==> src/rtl/uart_pkg.sv <==
// Shared UART definitions, used by both the transmit and receive sides.
//   - bit positions of the 8-bit controls word
//   - baud select encodings and the divisor helper
//   - FSM state type
//   - data-bit mask helper
package uart_pkg;

  // controls[7:6] baud, [5] stop, [4] handshake, [3:2] data bits,
  // [1] even parity, [0] parity enable
  localparam int CTL_BAUD_HI = 7;
  localparam int CTL_BAUD_LO = 6;
  localparam int CTL_STOP    = 5;
  localparam int CTL_HS      = 4;
  localparam int CTL_BITS_HI = 3;
  localparam int CTL_BITS_LO = 2;
  localparam int CTL_EVEN    = 1;
  localparam int CTL_PAR_EN  = 0;

  typedef enum logic [1:0] {
    BAUD_7200   = 2'b00,
    BAUD_9600   = 2'b01,
    BAUD_19200  = 2'b10,
    BAUD_115200 = 2'b11
  } baud_sel_e;

  typedef enum logic [2:0] {
    IDLE, START, DATA, PARITY, STOP
  } uart_state_e;

  // Counter terminal value: one bit period is (divisor + 1) clocks.
  function automatic int unsigned baud_div(input int unsigned clk_freq,
                                           input logic [1:0]  sel);
    int unsigned rate;
    case (sel)
      2'b00:   rate = 7200;
      2'b01:   rate = 9600;
      2'b10:   rate = 19200;
      default: rate = 115200;
    endcase
    return clk_freq / rate - 1;
  endfunction

  // Mask selecting the low 5..8 data bits for a data-bits field value.
  function automatic logic [7:0] data_mask(input logic [1:0] bits);
    return 8'hFF >> (2'd3 - bits);
  endfunction

endpackage

==> src/rtl/uart_tx_engine_if.sv <==
// Nios PIO side of the UART transmitter.
//   controls : 8-bit configuration word
//   data_in  : byte to queue, write : one-cycle push strobe
//   full     : FIFO full, busy : frame in flight or FIFO non-empty
// master = Nios/PIO side, slave = uart_tx_engine.
interface uart_tx_engine_if;
  logic [7:0] controls;
  logic [7:0] data_in;
  logic       write;
  logic       full;
  logic       busy;

  modport master (output controls, data_in, write, input full, busy);
  modport slave  (input controls, data_in, write, output full, busy);
endinterface

==> src/rtl/uart_tx_fifo.sv <==
// Synchronous FIFO feeding the transmitter.
//   clk, rst  : clock, async active-low reset
//   write     : push wdata unless full (a write while full is dropped,
//               even when a pop happens in the same cycle)
//   pop       : remove head entry (ignored when empty)
//   full      : registered, reflects the count after the current edge
//   empty     : count == 0
//   head      : entry at the read pointer
module uart_tx_fifo #(
  parameter int DEPTH = 8,
  parameter int W     = 8
) (
  input  logic         clk,
  input  logic         rst,
  input  logic         write,
  input  logic [W-1:0] wdata,
  input  logic         pop,
  output logic         full,
  output logic         empty,
  output logic [W-1:0] head
);
  localparam int AW = (DEPTH > 1) ? $clog2(DEPTH) : 1;

  logic [W-1:0]  mem_q [DEPTH];
  logic [AW-1:0] wr_ptr_q, wr_ptr_d, rd_ptr_q, rd_ptr_d;
  logic [AW:0]   count_q, count_d;
  logic          full_q, full_d;
  logic          push, do_pop;

  assign push   = write & ~full_q;
  assign do_pop = pop & (count_q != '0);

  always_comb begin
    wr_ptr_d = wr_ptr_q;
    rd_ptr_d = rd_ptr_q;
    count_d  = count_q;
    // DEPTH is a power of two, so pointer overflow is the wrap.
    if (push)   wr_ptr_d = wr_ptr_q + 1'b1;
    if (do_pop) rd_ptr_d = rd_ptr_q + 1'b1;
    case ({push, do_pop})
      2'b10:   count_d = count_q + 1'b1;
      2'b01:   count_d = count_q - 1'b1;
      default: count_d = count_q;
    endcase
    full_d = (count_d == (AW+1)'(DEPTH));
  end

  always_ff @(posedge clk or negedge rst) begin
    if (!rst) begin
      wr_ptr_q <= '0;
      rd_ptr_q <= '0;
      count_q  <= '0;
      full_q   <= 1'b0;
    end else begin
      wr_ptr_q <= wr_ptr_d;
      rd_ptr_q <= rd_ptr_d;
      count_q  <= count_d;
      full_q   <= full_d;
    end
  end

  // Storage carries no reset; only entries behind the pointers are read.
  always_ff @(posedge clk) begin
    if (push) mem_q[wr_ptr_q] <= wdata;
  end

  assign full  = full_q;
  assign empty = (count_q == '0);
  assign head  = mem_q[rd_ptr_q];
endmodule

==> src/rtl/uart_tx_engine.sv <==
// UART transmitter: bytes queued through a small FIFO are serialized on tx
// using a clock-enable baud counter on the system clock.
//   clk, rst     : system clock, async active-low reset
//   bus (slave)  : controls, data_in, write in; full, busy out
//   cts          : peer ready, only gates frame starts when handshake is on
//   send_break   : (UART_TX_BREAK_EN only) hold tx low while idle
//   tx           : serial output, idle high, registered
// Optional feature macro: UART_TX_BREAK_EN.
module uart_tx_engine #(
  parameter int CLK_FREQ   = 50000000,
  parameter int FIFO_DEPTH = 8
) (
  input  logic            clk,
  input  logic            rst,
  uart_tx_engine_if.slave bus,
  input  logic            cts,
`ifdef UART_TX_BREAK_EN
  input  logic            send_break,
`endif
  output logic            tx
);
  import uart_pkg::*;

  localparam int unsigned DIV_7200   = baud_div(CLK_FREQ, BAUD_7200);
  localparam int unsigned DIV_9600   = baud_div(CLK_FREQ, BAUD_9600);
  localparam int unsigned DIV_19200  = baud_div(CLK_FREQ, BAUD_19200);
  localparam int unsigned DIV_115200 = baud_div(CLK_FREQ, BAUD_115200);
  localparam int CNT_W = (DIV_7200 < 2) ? 1 : $clog2(DIV_7200 + 1);

  uart_state_e      state_q, state_d;
  logic [CNT_W-1:0] baud_cnt_q, baud_cnt_d;
  logic [CNT_W-1:0] div_q, div_d;
  logic [7:0]       shift_q, shift_d;
  logic [2:0]       bit_cnt_q, bit_cnt_d;
  logic [1:0]       bits_q, bits_d;
  logic             stop2_q, stop2_d;
  logic             par_en_q, par_en_d;
  logic             par_q, par_d;
  logic             tx_q, tx_d;

  logic             fifo_full, fifo_empty, pop;
  logic [7:0]       fifo_head;
  logic [CNT_W-1:0] div_sel;
  logic             head_par, start_ok, bit_done, load;
  logic [2:0]       last_bit;

  uart_tx_fifo #(.DEPTH(FIFO_DEPTH), .W(8)) u_fifo (
    .clk   (clk),
    .rst   (rst),
    .write (bus.write),
    .wdata (bus.data_in),
    .pop   (pop),
    .full  (fifo_full),
    .empty (fifo_empty),
    .head  (fifo_head)
  );

  always_comb begin
    case (baud_sel_e'(bus.controls[CTL_BAUD_HI:CTL_BAUD_LO]))
      BAUD_7200:  div_sel = CNT_W'(DIV_7200);
      BAUD_9600:  div_sel = CNT_W'(DIV_9600);
      BAUD_19200: div_sel = CNT_W'(DIV_19200);
      default:    div_sel = CNT_W'(DIV_115200);
    endcase
  end

  assign head_par = ^(fifo_head & data_mask(bus.controls[CTL_BITS_HI:CTL_BITS_LO]));
  assign bit_done = (baud_cnt_q == div_q);
  assign last_bit = 3'd4 + {1'b0, bits_q};

  // Break holds the start off; requiring tx_q high also guarantees at least
  // one idle-high cycle after a break before the next start bit.
`ifdef UART_TX_BREAK_EN
  assign start_ok = ~fifo_empty & (~bus.controls[CTL_HS] | cts) & ~send_break & tx_q;
`else
  assign start_ok = ~fifo_empty & (~bus.controls[CTL_HS] | cts);
`endif

  always_comb begin
    state_d    = state_q;
    baud_cnt_d = bit_done ? '0 : baud_cnt_q + 1'b1;
    div_d      = div_q;
    shift_d    = shift_q;
    bit_cnt_d  = bit_cnt_q;
    bits_d     = bits_q;
    stop2_d    = stop2_q;
    par_en_d   = par_en_q;
    par_d      = par_q;
    tx_d       = tx_q;
    pop        = 1'b0;
    load       = 1'b0;

    case (state_q)
      IDLE: begin
        baud_cnt_d = '0;
        tx_d       = 1'b1;
`ifdef UART_TX_BREAK_EN
        if (send_break) tx_d = 1'b0;
`endif
        load = start_ok;
      end
      START: if (bit_done) begin
        state_d   = DATA;
        tx_d      = shift_q[0];
        shift_d   = shift_q >> 1;
        bit_cnt_d = '0;
      end
      DATA: if (bit_done) begin
        if (bit_cnt_q == last_bit) begin
          if (par_en_q) begin
            state_d = PARITY;
            tx_d    = par_q;
          end else begin
            state_d   = STOP;
            tx_d      = 1'b1;
            bit_cnt_d = '0;
          end
        end else begin
          bit_cnt_d = bit_cnt_q + 1'b1;
          tx_d      = shift_q[0];
          shift_d   = shift_q >> 1;
        end
      end
      PARITY: if (bit_done) begin
        state_d   = STOP;
        tx_d      = 1'b1;
        bit_cnt_d = '0;
      end
      STOP: if (bit_done) begin
        // bit_cnt counts stop bits here; chain straight into the next start
        // so back-to-back frames carry no idle gap.
        if (bit_cnt_q == {2'b00, stop2_q}) begin
          if (start_ok) load = 1'b1;
          else          state_d = IDLE;
        end else begin
          bit_cnt_d = bit_cnt_q + 1'b1;
        end
      end
      default: state_d = IDLE;
    endcase

    // Frame start: controls are latched here so later changes wait a frame.
    if (load) begin
      pop        = 1'b1;
      state_d    = START;
      shift_d    = fifo_head;
      div_d      = div_sel;
      bits_d     = bus.controls[CTL_BITS_HI:CTL_BITS_LO];
      stop2_d    = bus.controls[CTL_STOP];
      par_en_d   = bus.controls[CTL_PAR_EN];
      par_d      = bus.controls[CTL_EVEN] ? head_par : ~head_par;
      baud_cnt_d = '0;
      bit_cnt_d  = '0;
      tx_d       = 1'b0;
    end
  end

  always_ff @(posedge clk or negedge rst) begin
    if (!rst) begin
      state_q    <= IDLE;
      baud_cnt_q <= '0;
      div_q      <= '0;
      shift_q    <= '0;
      bit_cnt_q  <= '0;
      bits_q     <= '0;
      stop2_q    <= 1'b0;
      par_en_q   <= 1'b0;
      par_q      <= 1'b0;
      tx_q       <= 1'b1;
    end else begin
      state_q    <= state_d;
      baud_cnt_q <= baud_cnt_d;
      div_q      <= div_d;
      shift_q    <= shift_d;
      bit_cnt_q  <= bit_cnt_d;
      bits_q     <= bits_d;
      stop2_q    <= stop2_d;
      par_en_q   <= par_en_d;
      par_q      <= par_d;
      tx_q       <= tx_d;
    end
  end

  assign tx       = tx_q;
  assign bus.full = fifo_full;
  assign bus.busy = (state_q != IDLE) | ~fifo_empty;
endmodule

==> src/flat_wrapper.sv <==
// flat-port wrapper written by rule: the top's interface ports become plain ports
module uart_tx_engine_flat import uart_pkg::*;
#(
  parameter int CLK_FREQ   = 50000000,
  parameter int FIFO_DEPTH = 8
)
  (clk, rst, cts, tx, bus_controls, bus_data_in, bus_write, bus_full, bus_busy);
  uart_tx_engine_if bus_i ();
  input  logic clk;
  input  logic rst;
  input  logic cts;
  output logic tx;
  input wire logic [$bits(bus_i.controls)-1:0] bus_controls;
  input wire logic [$bits(bus_i.data_in)-1:0] bus_data_in;
  input wire logic [$bits(bus_i.write)-1:0] bus_write;
  output wire logic [$bits(bus_i.full)-1:0] bus_full;
  output wire logic [$bits(bus_i.busy)-1:0] bus_busy;
  assign bus_i.controls = bus_controls;
  assign bus_i.data_in = bus_data_in;
  assign bus_i.write = bus_write;
  assign bus_full = bus_i.full;
  assign bus_busy = bus_i.busy;
  uart_tx_engine #(.CLK_FREQ(CLK_FREQ), .FIFO_DEPTH(FIFO_DEPTH)) u_core (.clk(clk), .rst(rst), .bus(bus_i), .cts(cts), .tx(tx));
endmodule
==> config.mk <==
export PLATFORM = sky130hd
export DESIGN_NAME = uart_tx_engine_flat
export DESIGN_NICKNAME = d
export VERILOG_FILES = /design/src/rtl/uart_pkg.sv /design/src/rtl/uart_tx_engine_if.sv /design/src/rtl/uart_tx_fifo.sv /design/src/rtl/uart_tx_engine.sv /design/src/flat_wrapper.sv
export SDC_FILE = /design/constraint.sdc
export NUM_CORES = 1
export LEC_CHECK = 0
export CORE_ASPECT_RATIO = 0.8
export CORE_MARGIN = 2
export CORE_UTILIZATION = 61
export CTS_CLUSTER_DIAMETER = 30
export DETAILED_ROUTE_END_ITERATION = 8
export MAX_ROUTING_LAYER = met4
export PLACE_DENSITY_LB_ADDON = 0.12
export SLEW_MARGIN = 15
export SYNTH_ARGS = -nofsm -noshare
export SYNTH_HDL_FRONTEND = slang
export SYNTH_SLANG_ARGS = --single-unit
==> constraint.sdc <==
create_clock -name clk -period 4.2 [get_ports clk]
set_input_delay 0.42 -clock clk [delete_from_list [all_inputs] [get_ports clk]]
set_output_delay 0.42 -clock clk [all_outputs]
set_load 0.01 [all_outputs]
### Yosys cells after proc, flatten, opt, wreduce, memory -nomap -nowiden

Memories as Yosys holds them, arrays and structs flattened.
Index checks and enable logic that the tools add are counted.

* word-level logic and storage cells: 115
* register bits after elaboration: 57
* input port bits: 20
* RAM bits: 64
* memories kept: 1

* equality and inequality tests: 24
* reduce and logical (&&, ||, !) cells: 14
* mux-type cells: 43
* bitwise operators: 10
* $add $sub $neg: 8
* shifts and indexed selects: 1

Memories
* u_core.u_fifo.mem_q: depth 8, width 8, read ports 1, clocked after Yosys merged registers in 0, wr ports 1, RTL line uart_tx_fifo.sv:24 `logic [W-1:0] mem_q [DEPTH];`

Operator list (count)
* 2-to-1 mux 3 bit: 16
* 2-to-1 mux 13 bit: 3
* case mux 13 bit (3 select lines): 1
* 2-to-1 mux 8 bit: 4
* inequality test 3 x 1 -> 1 bit, second input constant: 7
* case mux 8 bit (2 select lines): 1
* case mux 3 bit (5 select lines): 1
* adder 13 x 1 -> 13 bit, second input constant: 1
* == test 13 bit: 1
* 2-to-1 mux 1 bit: 13
* adder 3 x 1 -> 3 bit, second input constant: 3
* case mux 3 bit (3 select lines): 1
* bitwise AND 8 bit: 1
* case mux 4 bit (2 select lines): 1
* AND reduction 4 bit: 2
* AND reduction 8 bit: 1
* nonzero test 4 bit: 2
* parity 8 bit: 1
* >> shifter 8 x 2 -> 8 bit, first input constant: 1
* == test 3 x 2 -> 1 bit, second input constant: 2
* inequality test 3 x 2 -> 1 bit, second input constant: 2
* AND reduction 6 bit: 1
* nonzero test 3 bit: 2
* nonzero test 5 bit: 1
* other kinds (23): 31

### Logic depth before layout (Yosys ltp)

* depth after elaboration: 12
* gate-level depth with buffers: 16
* depth with buffers taken out: 13

### Hierarchy

A second synthesis with hierarchy kept.

* cells, all modules: 390
* area total of the unflattened synthesis: 5435.2 µm²

By module, submodules not included
* uart_tx_fifo: area an instance 3119.2 µm², cells each 160, times used 1, seq. area each 2197.1 µm²
* uart_tx_engine: area an instance 2316.0 µm², cells each 230, times used 1, seq. area each 1052.3 µm²

### Worst setup path after synthesis

Ideal clock, no wire load.

* path kind: flip-flop to flip-flop
* start point: register u_core.baud_cnt_q[3]
* end point: register u_core.u_fifo.full_q, in the netlist u_core.u_fifo.full
* path buffers: 2
* stages on the path, launching flop included: 15
* slack: 0.956 ns
* arrival time: 3.178 ns
* cells stage by stage: dfrtp_1 or4_4 a22oi_4 a41oi_2 or2_1 buf_2 inv_2 buf_4 ha_1 a21oi_1 or2_1 o221ai_1 nor4b_1 o21bai_1 nand2_1

* word-level cells in the longest chain between the ends: 8

Ends and longest elaborated chain
* from (decl): RTL line uart_tx_engine.sv:31 `logic [CNT_W-1:0] baud_cnt_q, baud_cnt_d;`
* from (signal assigned): RTL line uart_tx_engine.sv:172 `baud_cnt_q <= baud_cnt_d;`
* == test 13 bit (*): RTL line uart_tx_engine.sv:68 `assign bit_done = (baud_cnt_q == div_q);`
* 2-to-1 mux 1 bit (*): RTL line uart_tx_engine.sv:129 `STOP: if (bit_done) begin`
* case mux 1 bit (2 select lines) (*): RTL line uart_tx_engine.sv:93 `case (state_q)`
* 2-to-1 mux 1 bit (*): RTL line uart_tx_engine.sv:143 `if (load) begin`
* bitwise AND 1 bit (*): RTL line uart_tx_fifo.sv:31 `assign do_pop = pop & (count_q != '0);`
* == test 2 x 1 -> 1 bit or == test 2 bit (tied branches): RTL line uart_tx_fifo.sv:40 `case ({push, do_pop})`
* case mux 4 bit (2 select lines) (*): RTL line uart_tx_fifo.sv:40
* == test 4 bit (*): RTL line uart_tx_fifo.sv:45 `full_d = (count_d == (AW+1)'(DEPTH));`
* net u_core.u_fifo.full_d: RTL line uart_tx_fifo.sv:27 `logic full_q, full_d;`
* to (signal assigned): RTL line uart_tx_fifo.sv:58 `full_q <= full_d;`
* to (decl): RTL line uart_tx_fifo.sv:27

The timed path passes the listed nets; every way through them passes the cells marked *.
A chain may end at the register's enable or synchronous reset.

### Worst setup path after layout

* start point: register u_core.div_q[2]
* end point: register u_core.u_fifo.full_q, in the netlist u_core.u_fifo.full

* word-level cells in the longest chain between the ends: 8

Ends and longest elaborated chain
* from (decl): RTL line uart_tx_engine.sv:32 `logic [CNT_W-1:0] div_q, div_d;`
* from (signal assigned): RTL line uart_tx_engine.sv:173 `div_q <= div_d;`
* == test 13 bit (*): RTL line uart_tx_engine.sv:68
* 2-to-1 mux 1 bit (*): RTL line uart_tx_engine.sv:129
* case mux 1 bit (2 select lines) (*): RTL line uart_tx_engine.sv:93
* 2-to-1 mux 1 bit (*): RTL line uart_tx_engine.sv:143
* bitwise AND 1 bit (*): RTL line uart_tx_fifo.sv:31
* == test 2 x 1 -> 1 bit or == test 2 bit (tied branches): RTL line uart_tx_fifo.sv:40
* case mux 4 bit (2 select lines) (*): RTL line uart_tx_fifo.sv:40
* == test 4 bit (*): RTL line uart_tx_fifo.sv:45
* net u_core.u_fifo.full_d: RTL line uart_tx_fifo.sv:27

Marked as above.

==> results.ini <==
[synthesis]
edff_count_synth = 64
post_synthesis_register_bit_count = 117
post_synth_net_total = 528
yosys.cell_types.count = 57
synth_sequential_area_ratio = 0.563
netlist_area_before_placement_mm2 = 0.00577
netlist_instances = 497
synthDominantAreaCellType = sky130_fd_sc_hd__edfxtp_1
synth_most_common_cell = sky130_fd_sc_hd__nand2_1
synth_top_flop_cell = sky130_fd_sc_hd__edfxtp_1
netlist_top_cells_area = sky130_fd_sc_hd__edfxtp_1, sky130_fd_sc_hd__dfrtp_1, sky130_fd_sc_hd__mux4_2, sky130_fd_sc_hd__nand2_1, sky130_fd_sc_hd__xor2_1
asyncSetResetFlopFracSynth = 0.453
yosysWarningCount = 0
postSynthAreaPerCell_um2 = 11.6
synth_top_cells_by_count = sky130_fd_sc_hd__nand2_1, sky130_fd_sc_hd__edfxtp_1, sky130_fd_sc_hd__dfrtp_1, sky130_fd_sc_hd__nor2_1, sky130_fd_sc_hd__o21ai_0
top_cell_type_s_share_of_synthesized_area = 0.333

[cells_and_area]
layout.filler_cells = 587
layout.core_utilization = 0.738
multiInputGateArea_mm2 = 0.00238
finished_cell_area_mm2 = 0.00673
post_route_cells_drive_above_1_share = 0.124
layout.nets = 559
num_antenna_cells = 0
register_cell_area_after_layout_mm2 = 0.00325
syn2layout_area_growth_pct = 16.5

[setup_path]
endpoint_kind = register
cp_data_required_time_ns = 4.55
reg2regPathDepth = 12
worstReg2RegStart = u_core.div_q[2]$_DFFE_PN0N_
setup.reg_to_reg.worst_slack_ns = 0.52
worst_path_class_setup = reg2reg
setup.worst_path.start = u_core.div_q[2]$_DFFE_PN0N_
crit_path_max_fanout = 13
worstPathArrival_ns = 4.03
ff_to_ff_end = u_core.u_fifo.full$_DFF_PN0_
critPathLaunchType = register

[sta]
slew_headroom = 0.307
fin_tns_setup_ns = 0
final-setup-viol-count = 0
count_of_final_hold_check_violations = 0
unrepaired_setup_endpoints_after_global_routing = false
post-route-min-period_ns = 3.68
drv_slew = 0
fmax_mhz = 271
fin_crit_sh = 0.877
worst-slew-pin-transition_ns = 1.03
skew_ns = 0.0138

[cts]
htree_num_levels = 4
clock_sinks = 117
cts_buffer_depth = 2
cts-root-buf = sky130_fd_sc_hd__clkbuf_16
cts.repair_timing.setup_buffer_count = 0
clk-insertion-delay-late_ns = 0.41
hold_buffers = 0
cts_inserted_buffers = 17
cts_resized = 0
cts_tree = built
cts.clk_slew.worst_paths_ns = 0.05

[floorplanning]
std_cell_rows = 31
fp.coreArea_mm2 = 0.00911
die-area_mm2 = 0.0103
dieHeight_um = 91
floorplan.die.width_um = 113
boundaryPins = 23
floorplan.initialDensity = 0.633

[power]
leakagePower_uw = 0.00265
peakVddDrop_uv = 627
power.density_mw_per_mm2 = 762
p_total_uw = 5120

[place]
area_post_placement_mm2 = 0.00613
io_port_bufs = 22
replace_congestion = 0.863
dp_hpwl_mm = 8.07

[global_route]
grt_pass1_wl_mm = 20.3
grt_start_max_net_pins = 54
first_global_vias = 3956
grt_antenna_before_repair = 0
grt_remaining_overflow = 0
grtUsageTotal = 0.270

[outcome]
status = finished, final reports clean

[hold_path]
hold_class = in2async

[drt]
detailroute.via_count = 3926
detail_route.vias_per_cell = 5.98
wire_per_inst_um = 18.9
initialDrtViolationCount = 405
drtPass1Iterations = 5
routed_wirelength_mm = 12.4
antenna_violating_nets_post_route = 0
drc_errors = 0

[job]
maxCapViolations = 0

## area by class of cell
type                            instances  share of cell area
Clock buffer                           21              0.0655
Clock inverter                         11              0.0234
Inverter                               12             0.00670
Timing Repair Buffer                   34              0.0454
Sequential cell                       117               0.483
Multi-Input combinational cell        346               0.354
Tap cell                              115              0.0214
## critical path, stage by stage (launching register included)
cell,delay (ns)
sky130_fd_sc_hd__dfrtp_1,0.42
sky130_fd_sc_hd__xor2_1,0.18
sky130_fd_sc_hd__nor4_1,0.66
sky130_fd_sc_hd__a41oi_2,0.28
sky130_fd_sc_hd__or2_1,0.32
sky130_fd_sc_hd__inv_2,0.20
sky130_fd_sc_hd__ha_1,0.32
sky130_fd_sc_hd__a21oi_1,0.15
sky130_fd_sc_hd__or2_1,0.25
sky130_fd_sc_hd__o221ai_1,0.37
sky130_fd_sc_hd__nor4b_1,0.29
sky130_fd_sc_hd__o21bai_1,0.11
sky130_fd_sc_hd__nand2_1,0.07
## where the power goes
part / leakage, µW / switching (µW) / internal [µW]
clock network: 0.000286 / 490 / 984
registers: 0.00125 / 316 / 1500
logic: 0.00111 / 1010 / 817
total: 0.00265 / 1820 / 3300
## flip-flops by register name, summed over array words and instances (netlist names)
register                count
u_core.div_q                9
u_core.u_fifo.rd_ptr_q      3
u_core.stop2_q              1
u_core.par_en_q             1
u_core.tx                   1
u_core.state_q              3
u_core.u_fifo.count_q       4
u_core.u_fifo.mem_q        64
u_core.bits_q               2
u_core.par_q                1
u_core.u_fifo.wr_ptr_q      3
u_core.shift_q              8
u_core.bit_cnt_q            3
u_core.baud_cnt_q          13
u_core.u_fifo.full          1
## placed cells by master, fill, tap and decap left out, drive strengths merged, types with 4 or more instances in the layout
cell type      netlist  routed
nand2               79      79
edfxtp              64      64
dfrtp               52      52
nor2                43      43
o21ai               31      31
xor2                28      28
xnor2               27      27
nand3               22      22
clkdlybuf4s50        0      21
clkbuf              12      21
a21oi               18      18
mux4                17      17
buf                 10      13
ha                  11      11
inv                 11      11
nor3                 9       9
mux2i                8       8
clkinv               1       6
nor4                 5       5
nand2b               4       4
bufinv               0       4
## worst max-delay path by stage
stage,end,depth (start not counted)
final,u_core.u_fifo.full$_DFF_PN0_,12
after global routing,u_core.u_fifo.full$_DFF_PN0_,12
after CTS,u_core.u_fifo.full$_DFF_PN0_,12
after detailed placement,u_core.u_fifo.full$_DFF_PN0_,12
after global placement,u_core.u_fifo.full$_DFF_PN0_,12
after floorplan,u_core.u_fifo.full$_DFF_PN0_,14
## logic make-up (layout without fill, tap and decap cells)
kind of cell / count (synthesis) / in the layout / share of synthesized area
fa+ha+maj: 11 / 11 / 0.0238
compound gates: 74 / 74 / 0.0826
flops: 117 / 117 / 0.563
buf+inv: 34 / 78 / 0.0251
mux: 27 / 27 / 0.0841
simple gates: 179 / 179 / 0.138
xor+xnor: 55 / 55 / 0.0835
## stage by stage
stage          worst slack, ns  cells  hold slack (ns)
6_report                 0.516    656            0.132
2_1_floorplan            0.956    497            0.124
5_1_grt                  0.253    656            0.185
3_3_place_gp             0.859    624            0.463
4_1_cts                  0.605    656            0.146
3_5_place_dp             0.663    624            0.470
## routing by layer
metal | vias to the layer above | share of wire | GRT usage
met3 | 22 | 0.065 | 0.0721
met2 | 146 | 0.46 | 0.389
met5 | - | 0 | -
met4 | 0 | 0.020 | 0.0925
met1 | 1919 | 0.45 | 0.378
li1 | 1839 | - | -
Note: power is estimated with default switching activity, not from simulation.
